===== src/rtl/tmcu_gpio_irq.sv =====
// GPIO input monitor: pin synchronizer, per-pin edge/level event capture into a W1C
// status register, and a registered interrupt line. Optional filter: GPIO_DEBOUNCE_EN.
module tmcu_gpio_irq #(
  parameter int NPINS       = 32,
  parameter int SYNC_STAGES = 2,
  parameter int DB_CYCLES   = 16
) (
  input  logic             clk,
  input  logic             rst,
  input  logic             psel,
  input  logic             penable,
  input  logic             pwrite,
  input  logic [7:0]       paddr,
  input  logic [31:0]      pwdata,
  output logic [31:0]      prdata,
  output logic             pready,
  input  logic [NPINS-1:0] gpio_in,
  output logic             irq
);

  localparam int ARM_N = SYNC_STAGES + 1;
  localparam int ARM_W = $clog2(ARM_N + 1);

  localparam logic [4:0] A_IN     = 5'h00;
  localparam logic [4:0] A_EN     = 5'h04;
  localparam logic [4:0] A_TYPE   = 5'h08;
  localparam logic [4:0] A_POL    = 5'h0C;
  localparam logic [4:0] A_BOTH   = 5'h10;
  localparam logic [4:0] A_STATUS = 5'h14;

  logic [NPINS-1:0] sync_q [SYNC_STAGES];
  logic [NPINS-1:0] sync_d [SYNC_STAGES];
  logic [NPINS-1:0] pin_raw;
  logic [NPINS-1:0] pin_v;
  logic [NPINS-1:0] pin_q, pin_d;
  logic [ARM_W-1:0] arm_cnt_q, arm_cnt_d;
  logic             armed;

  logic [NPINS-1:0] en_q, en_d;
  logic [NPINS-1:0] type_q, type_d;
  logic [NPINS-1:0] pol_q, pol_d;
  logic [NPINS-1:0] both_q, both_d;
  logic [NPINS-1:0] status_q, status_d;
  logic [31:0]      prdata_q, prdata_d;
  logic             pready_q, pready_d;
  logic             irq_q, irq_d;

  logic             access;
  logic [NPINS-1:0] w1c;
  logic [NPINS-1:0] rise, fall, edge_evt, level_evt, evt;
  logic [31:0]      rdata;
  logic             unused_ok;

  assign unused_ok = ^{paddr[7:5], pwdata, DB_CYCLES};

  always_comb begin
    sync_d[0] = gpio_in;
    for (int i = 1; i < SYNC_STAGES; i++) begin
      sync_d[i] = sync_q[i-1];
    end
  end

  assign pin_raw = sync_q[SYNC_STAGES-1];

  // Detection stays off until the synchronizer has flushed post-reset zeros.
  assign armed = (arm_cnt_q == ARM_W'(ARM_N));

  always_comb begin
    arm_cnt_d = armed ? arm_cnt_q : arm_cnt_q + 1'b1;
  end

`ifdef GPIO_DEBOUNCE_EN
  localparam int DB_W = $clog2(DB_CYCLES + 1);

  logic [DB_W-1:0]  db_cnt_q [NPINS];
  logic [DB_W-1:0]  db_cnt_d [NPINS];
  logic [NPINS-1:0] filt_q, filt_d;

  // Before arming the filter tracks the raw value so startup never looks like a change.
  always_comb begin
    filt_d = filt_q;
    for (int i = 0; i < NPINS; i++) begin
      db_cnt_d[i] = '0;
      if (!armed) begin
        filt_d[i] = pin_raw[i];
      end else if (pin_raw[i] != filt_q[i]) begin
        if (db_cnt_q[i] == DB_W'(DB_CYCLES - 1)) begin
          filt_d[i] = pin_raw[i];
        end else begin
          db_cnt_d[i] = db_cnt_q[i] + 1'b1;
        end
      end
    end
  end

  always_ff @(posedge clk) begin
    if (rst) begin
      filt_q <= '0;
      for (int i = 0; i < NPINS; i++) begin
        db_cnt_q[i] <= '0;
      end
    end else begin
      filt_q   <= filt_d;
      db_cnt_q <= db_cnt_d;
    end
  end

  assign pin_v = filt_q;
  assign pin_d = armed ? filt_q : pin_raw;
`else
  assign pin_v = pin_raw;
  assign pin_d = pin_raw;
`endif

  assign access = psel && penable && !pready_q;

  always_comb begin
    en_d   = en_q;
    type_d = type_q;
    pol_d  = pol_q;
    both_d = both_q;
    w1c    = '0;
    if (access && pwrite) begin
      case (paddr[4:0])
        A_EN:     en_d   = pwdata[NPINS-1:0];
        A_TYPE:   type_d = pwdata[NPINS-1:0];
        A_POL:    pol_d  = pwdata[NPINS-1:0];
        A_BOTH:   both_d = pwdata[NPINS-1:0];
        A_STATUS: w1c    = pwdata[NPINS-1:0];
        default:  ;
      endcase
    end
  end

  always_comb begin
    rdata = '0;
    case (paddr[4:0])
      A_IN:     rdata[NPINS-1:0] = pin_v;
      A_EN:     rdata[NPINS-1:0] = en_q;
      A_TYPE:   rdata[NPINS-1:0] = type_q;
      A_POL:    rdata[NPINS-1:0] = pol_q;
      A_BOTH:   rdata[NPINS-1:0] = both_q;
      A_STATUS: rdata[NPINS-1:0] = status_q;
      default:  ;
    endcase
    prdata_d = (access && !pwrite) ? rdata : prdata_q;
    pready_d = access;
  end

  // A new event in the same cycle as its W1C keeps the bit set.
  always_comb begin
    rise      = pin_v & ~pin_q;
    fall      = ~pin_v & pin_q;
    edge_evt  = (both_q & (rise | fall)) | (~both_q & ((pol_q & rise) | (~pol_q & fall)));
    level_evt = (pol_q & pin_v) | (~pol_q & ~pin_v);
    evt       = armed ? (en_q & ((type_q & edge_evt) | (~type_q & level_evt))) : '0;
    status_d  = (status_q & ~w1c) | evt;
    irq_d     = |(status_q & en_q);
  end

  always_ff @(posedge clk) begin
    if (rst) begin
      for (int i = 0; i < SYNC_STAGES; i++) begin
        sync_q[i] <= '0;
      end
      pin_q     <= '0;
      arm_cnt_q <= '0;
      en_q      <= '0;
      type_q    <= '0;
      pol_q     <= '0;
      both_q    <= '0;
      status_q  <= '0;
      prdata_q  <= '0;
      pready_q  <= 1'b0;
      irq_q     <= 1'b0;
    end else begin
      sync_q    <= sync_d;
      pin_q     <= pin_d;
      arm_cnt_q <= arm_cnt_d;
      en_q      <= en_d;
      type_q    <= type_d;
      pol_q     <= pol_d;
      both_q    <= both_d;
      status_q  <= status_d;
      prdata_q  <= prdata_d;
      pready_q  <= pready_d;
      irq_q     <= irq_d;
    end
  end

  assign prdata = prdata_q;
  assign pready = pready_q;
  assign irq    = irq_q;

endmodule

===== config.mk =====
export PLATFORM = sky130hd
export DESIGN_NAME = tmcu_gpio_irq
export DESIGN_NICKNAME = d
export VERILOG_FILES = /design/src/rtl/tmcu_gpio_irq.sv
export SDC_FILE = /design/constraint.sdc
export NUM_CORES = 1
export LEC_CHECK = 0
export CORE_UTILIZATION = 45
export DETAILED_ROUTE_END_ITERATION = 7
export MAX_ROUTING_LAYER = met4
export PLACE_DENSITY = 0.6
export SYNTH_ARGS = -nofsm -noshare
export SYNTH_HDL_FRONTEND = slang
export SYNTH_SLANG_ARGS = --single-unit

===== constraint.sdc =====
create_clock -name clk -period 3.1 [get_ports clk]
set_input_delay 0.62 -clock clk [delete_from_list [all_inputs] [get_ports clk]]
set_output_delay 0.62 -clock clk [all_outputs]
set_load 0.005 [all_outputs]

==> reports/results.tsv <==
metric	value	unit
CTS Buffer Depth	3	
Routed WL	40.5	mm
initial antenna violation count	0	
total core area	30700	um2
Starting Density	45.8	%
status	complete, no violations	
Slowest-stage cell, CP	or4b_1	
PD cells	523	nW/um2
DRC Markers	0	
Fin Hold WS	0.432	ns
synthesized flop and latch total	292	
min-delay worst type	flop to flop	
CTS tree	yes	
diode count	0	
CP bufs+invs	2	
GR Util met1	34.8	%
CTS hold repair buffers	0	
most common cell in the netlist	dfxtp_1	
CTS resizes	0	
max_cap viols	0	
clock latency on the worst-skew pair	0.51	ns
final hold viol count	0	
die height	179	um
IO buf count	107	
setup repair bufs after CTS	0	
num rows	64	
worst-path cell chain	clkdlybuf4s50_1 -> or4b_1 -> buf_4 -> o311ai_0 -> o211ai_1	
I/O pin count	111	
largest cells by area after synthesis	dfxtp_1 (42%), mux2_2 (7.6%), mux2i_1 (6.9%), ha_1 (5.8%), nand2_1 (5.5%)	
CP top delay family	buffers and inverters	
GRT met3 Usage	2.97	%
Post-Syn Area	14100	um2
flop2flop setup slack	1.25	ns
slew margin rel.	51.7	%
Area growth syn-to-layout	19.9	%
GPL Wtd Cong	0.837	
DP HPWL	24.7	mm
final worst path period share	72.6	%
nets	1721	
CP Data Arrival Time	2.62	ns
fin crit period	2.25	ns
H-tree Lvls	2	
GR peak layer	met2	
required time of the critical path	3.47	ns
RSZ-0062 raised after global routing	no	
Least-Margin Pin Slew	0.725	ns
max-slew violations	0	
endpoints failing setup	0	
Post-DRT Antenna Nets	0	
post-synth top area share	41.6	%
via density per instance	5.90	
asr flop ratio synth	0	%
layout cell share with drive strength beyond 1	12.7	%
CTS Sinks	292	
Vias	11810	
GRT Resource Usage Total	26.1	%
Crit Path Class	primary input to flop	
YS warnings	0	
post-synthesis sequential area ratio	41.6	%
Post-synth EDFFs	0	
Synth Instances	1509	
Commonest cells post-synth	dfxtp_1 (292), nand2_1 (206), mux2i_1 (97), mux2_2 (95), clkbuf_1 (87)	
Leak	6.45	nW
placed instance count	1938	
first-pass GRT wire length	62.9	mm
Clock transition at path regs	0.06	ns
Yosys top cell by area	dfxtp_1	
syn_area_per_cell	9.31	um2
CTS root buffer	clkbuf_16	
number of global-route vias before repair	11138	
final std cells w/o fill	2001	
grt met2 use	41.5	%
largest net degree at the start of global routing	95	
ys flop type	dfxtp_1	
CTS buffer count	35	
Cell variety after synth	42	
DR WL/cell	20.2	um
crit start category	primary input	
Total Neg Setup Slack	0	ns
CP endpoint kind	flop	
largest stage delay on the critical path	0.67	ns
Worst Skew	0.0141	ns
Iter 0 DRT Violations	755	
post-synth net total	1651	
grt ovf	0	
VDD IR max	326	uV
drt pass-1 iters	5	
Worst Path Max Fanout	16	
Die X	179	um
die area	31900	um2
FMAX	0.445	GHz
[where the power goes]
| group | switching [mW] | internal (mW) | total (mW) |
|---|---|---|---|
| Sequential | 0.0536 | 3.83 | 3.89 |
| Clock | 1.61 | 2.65 | 4.25 |
| Combinational | 0.391 | 0.280 | 0.671 |
[worst paths after layout]
| path | startpoint | end | cells after the start |
|---|---|---|---|
| hold reg to reg | sync_d[8]$_SDFF_PP0_ | pin_d[8]$_SDFF_PP0_ | 1 |
| setup reg to reg | pready$_SDFF_PP0_ | status_q[30]$_SDFF_PP0_ | 4 |
| hold / removal | sync_d[8]$_SDFF_PP0_ | pin_d[8]$_SDFF_PP0_ | 1 |
| setup / recovery | paddr[3] | status_q[3]$_SDFF_PP0_ | 5 |
[layer usage]
metal / up-vias / wire length (um)
met5: - / 0
met4: 0 / 1020
met3: 85 / 2060
met2: 380 / 18700
met1: 5760 / 18700
li1: 5585 / -
[per-stage QoR]
step           utilization (%)  cell area [um2]  power (mW)  worst slack, ns
3_5_place_dp              51.0            15700        4.64            0.306
2_1_floorplan                -            14100        4.29             1.09
6_report                  54.9            16800        8.81            0.850
5_1_grt                   54.9            16800        9.11            0.737
3_3_place_gp              51.0            15700        4.63            0.363
4_1_cts                   54.9            16800        8.88            0.840
[cell families after synthesis]
family / after synthesis / share of synthesized area, %
AO/OA/AOI/OAI: 273 / 13.9
XOR/XNOR: 33 / 2.06
adder cells (fa/ha/maj): 65 / 5.79
buffers and inverters: 185 / 5.17
flip-flops: 292 / 41.6
multiplexers: 193 / 14.7
AND/OR/NAND/NOR: 468 / 16.9
[final cells by class]
| cell class | instances | area [um2] |
|---|---|---|
| fillers | 2732 | 13800 |
| multi-input cells | 1032 | 7510 |
| flip-flops and latches | 292 | 5850 |
| repair buffers | 152 | 1550 |
| clock buffers | 53 | 1040 |
| well taps | 396 | 495 |
| inverters | 66 | 250 |
| clock inverters | 10 | 156 |
[placed cells by master (no fill, tap or decap), drive strengths merged, types with 2 or more instances in the layout]
| cell | n |
|---|---|
| dfxtp | 292 |
| nand2 | 206 |
| clkdlybuf4s50 | 104 |
| mux2i | 97 |
| mux2 | 95 |
| nand3 | 82 |
| inv | 67 |
| nor2b | 65 |
| ha | 65 |
| clkbuf | 53 |
| o211ai | 51 |
| buf | 48 |
| nand4 | 36 |
| nor2 | 34 |
| a21oi | 33 |
| o31ai | 32 |
| xnor2 | 32 |
| o21ai | 32 |
| o311ai | 32 |
| a221oi | 31 |
| a31oi | 31 |
| and4b | 20 |
| a22oi | 17 |
| and3b | 13 |
| o2111ai | 13 |
| clkinv | 5 |
| bufinv | 4 |
| nor3 | 3 |
| nor4b | 2 |
[flip-flops by register name (all words and copies together) (netlist names)]
signal     count
en_q          32
irq            1
sync_d        32
both_q        32
pin_d         32
pin_q         32
type_q        32
pol_q         32
pready         1
arm_cnt_q      2
prdata        32
status_q      32
No activity file was read; power rests on OpenSTA's default activity.
